**config.mk**
```make
export PLATFORM = sky130hd
export DESIGN_NAME = ysyx_22050710_mem_stage
export DESIGN_NICKNAME = d
export VERILOG_FILES = /design/src/rtl/ysyx_22050710_mem_stage.sv
export SDC_FILE = /design/constraint.sdc
export NUM_CORES = 1
export LEC_CHECK = 0
export BUFFER_PORTS_ARGS = -buffer_cell sky130_fd_sc_hd__buf_2
export CORE_AREA = 2 2 403 405
export DETAILED_ROUTE_END_ITERATION = 12
export DIE_AREA = 0 0 405 407
export HOLD_SLACK_MARGIN = 0.06
export PLACE_DENSITY_LB_ADDON = 0.25
export SYNTH_ARGS = -nofsm -noshare
export SYNTH_HDL_FRONTEND = slang
export SYNTH_SLANG_ARGS = --single-unit
```
**constraint.sdc**
```tcl
create_clock -name i_clk -period 3.2 [get_ports i_clk]
set_input_delay 0.64 -clock i_clk [delete_from_list [all_inputs] [get_ports i_clk]]
set_output_delay 0.64 -clock i_clk [all_outputs]
set_load 0.03 [all_outputs]
```
**src/rtl/ysyx_22050710_mem_stage.sv**
```systemverilog
// Memory-access pipeline stage: latches the execute bus, runs one data-memory
// request/response for loads and stores, aligns/extends load data for write-back.
module ysyx_22050710_mem_stage #(
  parameter int WORD_WD         = 64,
  parameter int GPR_ADDR_WD     = 5,
  parameter int CSR_ADDR_WD     = 12,
  parameter int ES_TO_MS_BUS_WD = 2 + 3 + WORD_WD + 1 + GPR_ADDR_WD + WORD_WD + 1 + CSR_ADDR_WD + WORD_WD,
  parameter int MS_TO_WS_BUS_WD = 1 + GPR_ADDR_WD + WORD_WD + 1 + CSR_ADDR_WD + WORD_WD,
  parameter int DEBUG_BUS_WD    = 1 + 32 + WORD_WD + WORD_WD + 1 + WORD_WD
) (
  input  logic                       i_clk,
  input  logic                       i_rst,
  input  logic                       i_es_to_ms_valid,
  input  logic [ES_TO_MS_BUS_WD-1:0] i_es_to_ms_bus,
  output logic                       o_ms_allowin,
  input  logic                       i_ws_allowin,
  output logic                       o_ms_to_ws_valid,
  output logic [MS_TO_WS_BUS_WD-1:0] o_ms_to_ws_bus,
  output logic [GPR_ADDR_WD-1:0]     o_ms_to_ds_gpr_rd,
  output logic [CSR_ADDR_WD-1:0]     o_ms_to_ds_csr_rd,
  output logic                       o_dmem_req_valid,
  input  logic                       i_dmem_req_ready,
  output logic                       o_dmem_req_wen,
  output logic [WORD_WD-1:0]         o_dmem_addr,
  output logic [WORD_WD-1:0]         o_dmem_wdata,
  output logic [7:0]                 o_dmem_wmask,
  input  logic                       i_dmem_rsp_valid,
  output logic                       o_dmem_rsp_ready,
  input  logic [WORD_WD-1:0]         i_dmem_rdata,
  input  logic [DEBUG_BUS_WD-1:0]    i_debug_es_to_ms_bus,
  output logic [DEBUG_BUS_WD-1:0]    o_debug_ms_to_ws_bus
);

  typedef enum logic [1:0] {
    S_IDLE = 2'd0,
    S_REQ  = 2'd1,
    S_WAIT = 2'd2,
    S_DONE = 2'd3
  } state_t;

  state_t                     r_state;
  state_t                     w_state_next;
  logic                       r_ms_valid;
  logic [ES_TO_MS_BUS_WD-1:0] r_es_to_ms_bus;
  logic [DEBUG_BUS_WD-1:0]    r_debug_bus;
  logic [WORD_WD-1:0]         r_load_data;

  logic                   w_mem_ren;
  logic                   w_mem_wen;
  logic [2:0]             w_funct3;
  logic [WORD_WD-1:0]     w_store_data;
  logic                   w_gpr_wen;
  logic [GPR_ADDR_WD-1:0] w_rd;
  logic [WORD_WD-1:0]     w_alu_result;
  logic                   w_csr_wen;
  logic [CSR_ADDR_WD-1:0] w_csr;
  logic [WORD_WD-1:0]     w_csr_result;

  logic                   w_mem_op;
  logic                   w_in_mem_op;
  logic                   w_ready_go;
  logic                   w_latch;
  logic                   w_capture;
  logic [2:0]             w_off;
  logic [5:0]             w_bit_shift;
  logic [7:0]             w_size_mask;
  logic [WORD_WD-1:0]     w_load_shifted;
  logic [WORD_WD-1:0]     w_load_ext;
  logic [WORD_WD-1:0]     w_gpr_final;

  assign {w_mem_ren, w_mem_wen, w_funct3, w_store_data, w_gpr_wen, w_rd,
          w_alu_result, w_csr_wen, w_csr, w_csr_result} = r_es_to_ms_bus;

  assign w_in_mem_op = i_es_to_ms_bus[ES_TO_MS_BUS_WD-1] | i_es_to_ms_bus[ES_TO_MS_BUS_WD-2];
  assign w_mem_op    = w_mem_ren | w_mem_wen;
  assign w_ready_go  = !w_mem_op || (r_state == S_DONE);

  assign o_ms_allowin     = !r_ms_valid || (w_ready_go && i_ws_allowin);
  assign o_ms_to_ws_valid = r_ms_valid && w_ready_go;
  assign w_latch          = i_es_to_ms_valid && o_ms_allowin;
  assign w_capture        = (r_state == S_WAIT) && i_dmem_rsp_valid;

  always_ff @(posedge i_clk or negedge i_rst) begin
    if (!i_rst) begin
      r_ms_valid     <= 1'b0;
      r_es_to_ms_bus <= '0;
      r_debug_bus    <= '0;
      r_load_data    <= '0;
    end else begin
      if (o_ms_allowin) begin
        r_ms_valid <= i_es_to_ms_valid;
      end
      if (w_latch) begin
        r_es_to_ms_bus <= i_es_to_ms_bus;
        r_debug_bus    <= i_debug_es_to_ms_bus;
      end
      if (w_capture) begin
        r_load_data <= i_dmem_rdata;
      end
    end
  end

  always_ff @(posedge i_clk or negedge i_rst) begin
    if (!i_rst) begin
      r_state <= S_IDLE;
    end else begin
      r_state <= w_state_next;
    end
  end

  // Whatever edge admits a new instruction (or bubble) restarts the FSM; a
  // mem op in flight blocks allowin, so it can never be interrupted here.
  always_comb begin
    w_state_next = r_state;
    if (o_ms_allowin) begin
      w_state_next = (i_es_to_ms_valid && w_in_mem_op) ? S_REQ : S_IDLE;
    end else begin
      case (r_state)
        S_REQ:   if (i_dmem_req_ready) w_state_next = S_WAIT;
        S_WAIT:  if (i_dmem_rsp_valid) w_state_next = S_DONE;
        default: w_state_next = r_state;
      endcase
    end
  end

  always_comb begin
    o_dmem_req_valid = (r_state == S_REQ);
    o_dmem_rsp_ready = (r_state == S_WAIT);
  end

  assign w_off       = w_alu_result[2:0];
  assign w_bit_shift = {w_off, 3'b000};

  always_comb begin
    case (w_funct3[1:0])
      2'b00:   w_size_mask = 8'h01;
      2'b01:   w_size_mask = 8'h03;
      2'b10:   w_size_mask = 8'h0F;
      default: w_size_mask = 8'hFF;
    endcase
  end

  assign o_dmem_req_wen = w_mem_wen;
  assign o_dmem_addr    = w_alu_result;
  assign o_dmem_wdata   = w_store_data << w_bit_shift;
  assign o_dmem_wmask   = w_mem_wen ? (w_size_mask << w_off) : 8'h00;

  assign w_load_shifted = r_load_data >> w_bit_shift;

  always_comb begin
    case (w_funct3)
      3'b000:  w_load_ext = {{(WORD_WD-8){w_load_shifted[7]}},   w_load_shifted[7:0]};
      3'b001:  w_load_ext = {{(WORD_WD-16){w_load_shifted[15]}}, w_load_shifted[15:0]};
      3'b010:  w_load_ext = {{(WORD_WD-32){w_load_shifted[31]}}, w_load_shifted[31:0]};
      3'b100:  w_load_ext = {{(WORD_WD-8){1'b0}},  w_load_shifted[7:0]};
      3'b101:  w_load_ext = {{(WORD_WD-16){1'b0}}, w_load_shifted[15:0]};
      3'b110:  w_load_ext = {{(WORD_WD-32){1'b0}}, w_load_shifted[31:0]};
      default: w_load_ext = w_load_shifted;
    endcase
  end

  assign w_gpr_final    = w_mem_ren ? w_load_ext : w_alu_result;
  assign o_ms_to_ws_bus = {w_gpr_wen, w_rd, w_gpr_final, w_csr_wen, w_csr, w_csr_result};

  assign o_ms_to_ds_gpr_rd    = (r_ms_valid && w_gpr_wen) ? w_rd  : '0;
  assign o_ms_to_ds_csr_rd    = (r_ms_valid && w_csr_wen) ? w_csr : '0;
  assign o_debug_ms_to_ws_bus = r_debug_bus;

endmodule

```
==> reports/qor.yml, run 1 <==
violations: "negative setup slack"
worstSetupPathType: "reg2out"
timing.final.ws_setup_ns: -0.277
nets: 3454
grt_max_degree: 110
period_minus_slack_ns: 3.48
synth_nets: 2470
power.leakage_nw: 16.9
holdCritPathClass: "in2reg"
synth_top_cells_by_area: "dfrtp_1, mux2_1, buf_4, mux2i_1, nor2_1"
drt-total-wl_um: 129000
sw_frac_of_total_pct: 49.4
hpwl_um: 101000
ys_async_sr_fraction_pct: 100
root_buffer: "clkbuf_16"
hold_viol: 0
h-tree-depth: 3
start_kind: "flip-flop"
drive_gt1_share_pct: 51.9
clkPwrFrac_pct: 15.1
route.vias.total: 20300
avgSynthCellArea_um2: 12.7
ys.flop_type: "dfrtp_1"
drt-initial-drc-count: 931
seqPwrFrac_pct: 23.5
netlist_area_um2: 24800
r2r_slack_ns: 0.78
wire_per_inst_um: 24.9
yosys.area.top_type: "dfrtp_1"
grt_pass1_vias: 20900
netlist_top_cells_count: "mux2_1, dfrtp_1, buf_4, nor2_1, mux2i_1"
antenna_found_initial: 57
synth_edf_count: 0
grt_pass1_wl_um: 172000
seq_area_frac_synth_pct: 51.3
core_area_um2: 160000
die_x_um: 405
grt-ovfl-total: 0
setup_viol: 90
yosysWarnings: 0
p_per_area_nw_per_um2: 1440
fin_tns_setup_ns: -11.79
finalCritPeriodShare_pct: 109
end_kind: "output port"
initial_core_util_pct: 15.5
yosys.cell_types.count: 54
peakVddDrop_mv: 0.667
die_h_um: 407
dieArea_um2: 165000
switchingPower_mw: 26.6
rows: 147
status: "finished, violations left"
clock-sinks: 509
finClkSkew_ns: 0.0237
insertion_delay_ns: 0.65
rsz0062_at_grt: "true"
cts_made_buffers: 69
netlist.area_leader.share_pct: 51.3
maxSlewViolCount: 0
crit_arrival_ns: 2.84
slew_headroom_pct: 47.4
worstMarginPinSlew_ns: 0.790
maxCapViolCount: 0
worstPathMaxFanout: 9
synthMostInstantiatedCell: "mux2_1"
cts.clk_slew.worst_paths_ns: 0.06
gp_congestion: 0.873
io_pins: 1043
cts_buffer_depth: 3
synth-seq-cells: 509
via_per_inst: 3.92
area_growth_pct: 50.2
synth_cells: 1958
portBuffers: 1042
tritoncts: "yes"
fmax_mhz: 288
p_comb_share_pct: 61.3
p_int_mw: 27.2
cp_data_required_time_ns: 2.56
first_pass_iters: 5
route.detailed.drc: 0
grt_use_total_pct: 15.0
ant_nets: 0
holdWs_ns: 0.188
==> critical path: stages, from the launching register on <==
cell and delay [ns]:
dfrtp_4 0.53, buf_12 0.16, buf_12 0.14, buf_12 0.12, mux2_2 0.29, o211ai_1 0.53, a31oi_1 0.17, buf_4 0.21
==> placed cells by master (no fill, tap or decap), types with 18 or more instances in the layout <==
master and count:
buf_6 67, a21oi_2 18, nor2_1 97, buf_12 41, mux2_1 514, nand2_1 66
clkbuf_16 74, and3_1 20, a31oi_1 21, buf_4 134, dfrtp_1 505, mux2_2 25
buf_2 921, mux2i_1 82, o21ai_1 19
==> routing by layer <==
layer  GRT usage (%)  part of all wire (%)
met1            16.8                    39
met2            26.3                    50
met3            4.99                   7.8
met4            5.24                   3.4
met5               0                  0.30
==> layout make-up <==
class	count	area (µm²)
antenna	12	30.0
clock buffer	98	2000
clock inverter	28	399
fill	17300	123000
inverter	6	22.5
multi-input combinational	1162	11500
sequential	509	12800
tap	2160	2700
timing repair buffer	1194	7940
==> registers in the layout, summed over array words and instances, names as in the netlist <==
signal	cells
r_load_data	64
r_ms_valid	1
r_es_to_ms_bus	216
r_state	2
o_debug_ms_to_ws_bus	226
==> power by group through the flow <==
stage	logic, mW	clock network (mW)	registers [mW]
detailed placement	27.6	0	12.6
global placement	27.6	0	12.6
global route	34.7	8.71	13.0
floorplan	16.1	0	14.5
finish	33.0	8.15	12.7
CTS	31.7	8.47	12.6
==> cell families after synthesis <==
kind of cell / count (synthesis) / synth area share, %
and+or+nand+nor: 289 / 5.49
DFF: 509 / 51.3
buffers and inverters: 287 / 7.32
AOI/OAI and AO/OA: 208 / 5.56
muxes: 665 / 30.4
==> worst paths after layout <==
check | depth (start not counted) | endpoint | start
max in group asynchronous | 3 | o_debug_ms_to_ws_bus[154] | i_rst
worst min-delay path | 2 | o_debug_ms_to_ws_bus[158] | i_debug_es_to_ms_bus[158]
worst max-delay path | 7 | o_ms_to_ws_bus[122] | r_es_to_ms_bus[78]
min in group asynchronous | 2 | r_es_to_ms_bus[12] | i_rst
worst min register to register | 1 | o_debug_ms_to_ws_bus[34] | o_debug_ms_to_ws_bus[34]
worst max register to register | 4 | o_debug_ms_to_ws_bus[114] | r_ms_valid
==> timing repair <==
item                       4_1_cts  5_1_grt
hold buffers                     1        0
resized for setup              313      197
setup endpoints to repair      127      122
pin swaps                       38       45
cloned                          16        6
hold endpoints to repair        44        0
buffers inserted                35       13
==> metrics by stage <==
stage / power, mW / util [%] / instance area, µm² / setup WS [ns] / cells
6_report: 53.8 / 23.3 / 37300 / -0.277 / 5169
2_1_floorplan: 30.6 / - / 24800 / 0.433 / 1958
3_3_place_gp: 40.2 / 20.0 / 32000 / 0.0734 / 4967
5_1_grt: 56.4 / 23.3 / 37300 / -0.380 / 5166
3_5_place_dp: 40.2 / 20.0 / 32000 / 0.117 / 4967
4_1_cts: 52.8 / 22.7 / 36400 / -0.379 / 5145
No activity file was read; power rests on OpenSTA's default activity.
==> inputs of run 2 (changes only) <==
--- a/config.mk
+++ b/config.mk
@@ -6,9 +6,9 @@
 export NUM_CORES = 1
 export LEC_CHECK = 0
 export BUFFER_PORTS_ARGS = -buffer_cell sky130_fd_sc_hd__buf_2
-export CORE_AREA = 2 2 403 405
+export CORE_AREA = 2 2 410 412
 export DETAILED_ROUTE_END_ITERATION = 12
-export DIE_AREA = 0 0 405 407
+export DIE_AREA = 0 0 412 414
 export HOLD_SLACK_MARGIN = 0.06
 export PLACE_DENSITY_LB_ADDON = 0.25
 export SYNTH_ARGS = -nofsm -noshare
==> run 2 against run 1 <==
Compared with the run above: the flow still finishes with violations (negative setup slack); design area down 0.91%; hold slack worse by 0.030 ns; via count about the same; routed wire length up 1.5%; utilization down 1.1 points; global-route usage down 0.24 points; sequential share of layout area up 0.31 points; clock skew up 0.021 ns; cell count up 0.83%; power down 1.9%; critical path depth up 3; die area up 3.5%; largest cell class unchanged.
==> reports/qor.yml, run 2 (synthesized netlist as in run 1, its figures left out) <==
pre_cts_ws_ns: -0.0926  # was 0.117 ns
first_pass_iters: 5  # unchanged
grt_pass1_wl_um: 177000  # was 172,000 µm
die_h_um: 414  # was 407 µm
wire_per_inst_um: 25.1  # was 24.9 µm
worstPathMaxFanout: 8  # was 9
grt_use_total_pct: 14.7  # was 15.0%
final_common_cell: "buf_2"  # unchanged
cts_buffer_depth: 3  # unchanged
rows: 150  # was 147
core_area_um2: 166000  # was 160,000 µm²
fin_tns_setup_ns: -18.02  # was -11.79 ns
hold_viol: 0  # unchanged
p_per_area_nw_per_um2: 1430  # was 1440 nW/µm²
hpwl_um: 102000  # was 101,000 µm
rsz0062_at_grt: "true"  # unchanged
hold_start: "i_debug_es_to_ms_bus[111]"  # was i_debug_es_to_ms_bus[158]
crit_arrival_ns: 2.91  # was 2.84 ns
grt_max_degree: 92  # was 110
route.detailed.drc: 0  # unchanged
area_growth_pct: 48.9  # was 50.2%
via_per_inst: 3.89  # was 3.92
period_minus_slack_ns: 3.55  # was 3.48 ns
worstSetupPathType: "reg2out"  # unchanged
end_kind: "output port"  # unchanged
insertion_delay_ns: 0.69  # was 0.65 ns
fillers: 18200  # was 17,300
status: "finished, violations left"  # unchanged
r2r-start: "r_es_to_ms_bus[215]"  # was r_ms_valid
drive_gt1_share_pct: 50.7  # was 51.9%
timing.final.ws_setup_ns: -0.346  # was -0.277 ns
finClkSkew_ns: 0.0448  # was 0.0237 ns
route.vias.total: 20300  # about the same
cp_data_required_time_ns: 2.56  # about the same
most-common-layout-cells: "buf_2, mux2_1, dfrtp_1"  # unchanged
peakVddDrop_mv: 0.659  # was 0.667 mV
slew_headroom_pct: 48.5  # was 47.4%
cts.clk_slew.worst_paths_ns: 0.06  # about the same
start_kind: "flip-flop"  # unchanged
largest_register_ffs: 226  # unchanged
ant_nets: 0  # unchanged
rr_worst_depth: 6  # was 4
drt-initial-drc-count: 854  # was 931
nets: 3468  # was 3,454
holdCritPathClass: "in2reg"  # unchanged
initial_core_util_pct: 14.9  # was 15.5%
finalCritPeriodShare_pct: 111  # was 109%
io_pins: 1043  # unchanged
gp_congestion: 0.883  # was 0.873
tritoncts: "yes"  # unchanged
min_to: "o_debug_ms_to_ws_bus[111]"  # was o_debug_ms_to_ws_bus[158]
dieArea_um2: 171000  # was 165,000 µm²
antenna_found_initial: 77  # was 57
maxCapViolCount: 0  # unchanged
portBuffers: 1042  # unchanged
die_x_um: 412  # was 405 µm
cts_made_buffers: 67  # was 69
worstHoldPathCells: 2  # unchanged
root_buffer: "clkbuf_16"  # unchanged
clock-sinks: 509  # unchanged
power.leakage_nw: 16.8  # was 16.9 nW
drt-total-wl_um: 131000  # was 129,000 µm
worstMarginPinSlew_ns: 0.772  # was 0.790 ns
r2r-end: "o_debug_ms_to_ws_bus[115]"  # was o_debug_ms_to_ws_bus[114]
grt_pass1_vias: 21200  # was 20,900
p_total_mw: 52.8  # was 53.8 mW
grt-ovfl-total: 0  # unchanged
fin_util_pct: 22.2  # was 23.3%
fmax_mhz: 282  # was 288 MHz
maxSlewViolCount: 0  # unchanged
h-tree-depth: 3  # unchanged
r2r_slack_ns: 0.73  # was 0.78 ns
violations: "negative setup slack"  # unchanged
setup_viol: 88  # was 90
## run 2: cell count changes in the layout (fill, tap and decap cells not counted), moves of 6 or more
cell	previous run	this run
a21oi_2	18	12
a21oi_1	17	23
nand2_1	66	79
buf_12	41	26
o22ai_2	8	14
clkbuf_8	17	10
nand2_2	12	2
buf_4	134	158
mux2i_2	13	6
a31oi_4	15	4
mux2i_1	82	88
a31oi_1	21	27
## run 2: worst max-delay path: stages (launching register included)
cell and delay [ns]:
dfrtp_4 0.54, buf_6 0.16, mux2_4 0.31, o22ai_4 0.14
nor4_4 0.07, buf_4 0.14, a211oi_4 0.20, buf_6 0.18
clkbuf_16 0.19, a31oi_1 0.09, buf_4 0.20
## run 2: how the worst max path moves through the flow
stage / slack [ns] / cells after the start / from / to
floorplan: 0.43 / 7 / r_es_to_ms_bus[78] / o_dmem_wmask[2]
global placement: -0.09 / 7 / r_es_to_ms_bus[78] / o_ms_to_ws_bus[108]
detailed placement: -0.09 / 7 / r_es_to_ms_bus[78] / o_ms_to_ws_bus[97]
CTS: -0.40 / 9 / r_es_to_ms_bus[78] / o_ms_to_ws_bus[123]
global route: -0.47 / 10 / r_es_to_ms_bus[78] / o_ms_to_ws_bus[134]
finish: -0.35 / 10 / r_es_to_ms_bus[78] / o_ms_to_ws_bus[117]
## run 2: routing by layer
| metal | up-vias | track usage [%] | share of wire [%] |
|---|---|---|---|
| li1 | 8848 | - | - |
| met1 | 10200 | 16.0 | 37 |
| met2 | 897 | 26.6 | 51 |
| met3 | 256 | 5.50 | 8.5 |
| met4 | 66 | 3.80 | 2.8 |
| met5 | - | 0 | 0.31 |
## run 2: layout make-up
class	count	area (µm²)	area share [%]
antenna	8	20.0	0.0541
multi-input combinational	1162	11200	30.4
timing repair buffer	1210	8010	21.6
tap	2204	2760	7.45
clock buffer	90	1860	5.04
inverter	6	22.5	0.0609
clock inverter	23	332	0.896
sequential	509	12800	34.5
## run 2: per-stage QoR
step                      hold WS, ns  cell area, µm²  cells
final                           0.158           37000   5212
after global placement          0.468           32100   5024
after floorplan                 0.344           24800   1958
after CTS                      0.0603           36100   5180
after detailed placement        0.475           32100   5024
after global routing           0.0817           37000   5205
## run 2: timing repair
| item | CTS | global route |
|---|---|---|
| gates cloned | 19 | 7 |
| pin swaps | 33 | 30 |
| buffers inserted | 23 | 21 |
| setup endpoints to repair | 123 | 131 |
| endpoints found under the hold margin | 36 | 0 |
| hold buffers | 1 | 0 |
| resized for setup | 290 | 168 |
## run 2: report_power, final
part           switching [mW]  total (mW)  internal, mW
sequential               2.97        12.7          9.78
combinational            20.0        32.3          12.3
clock                    3.34        7.66          4.32
total                    26.3        52.8          26.4
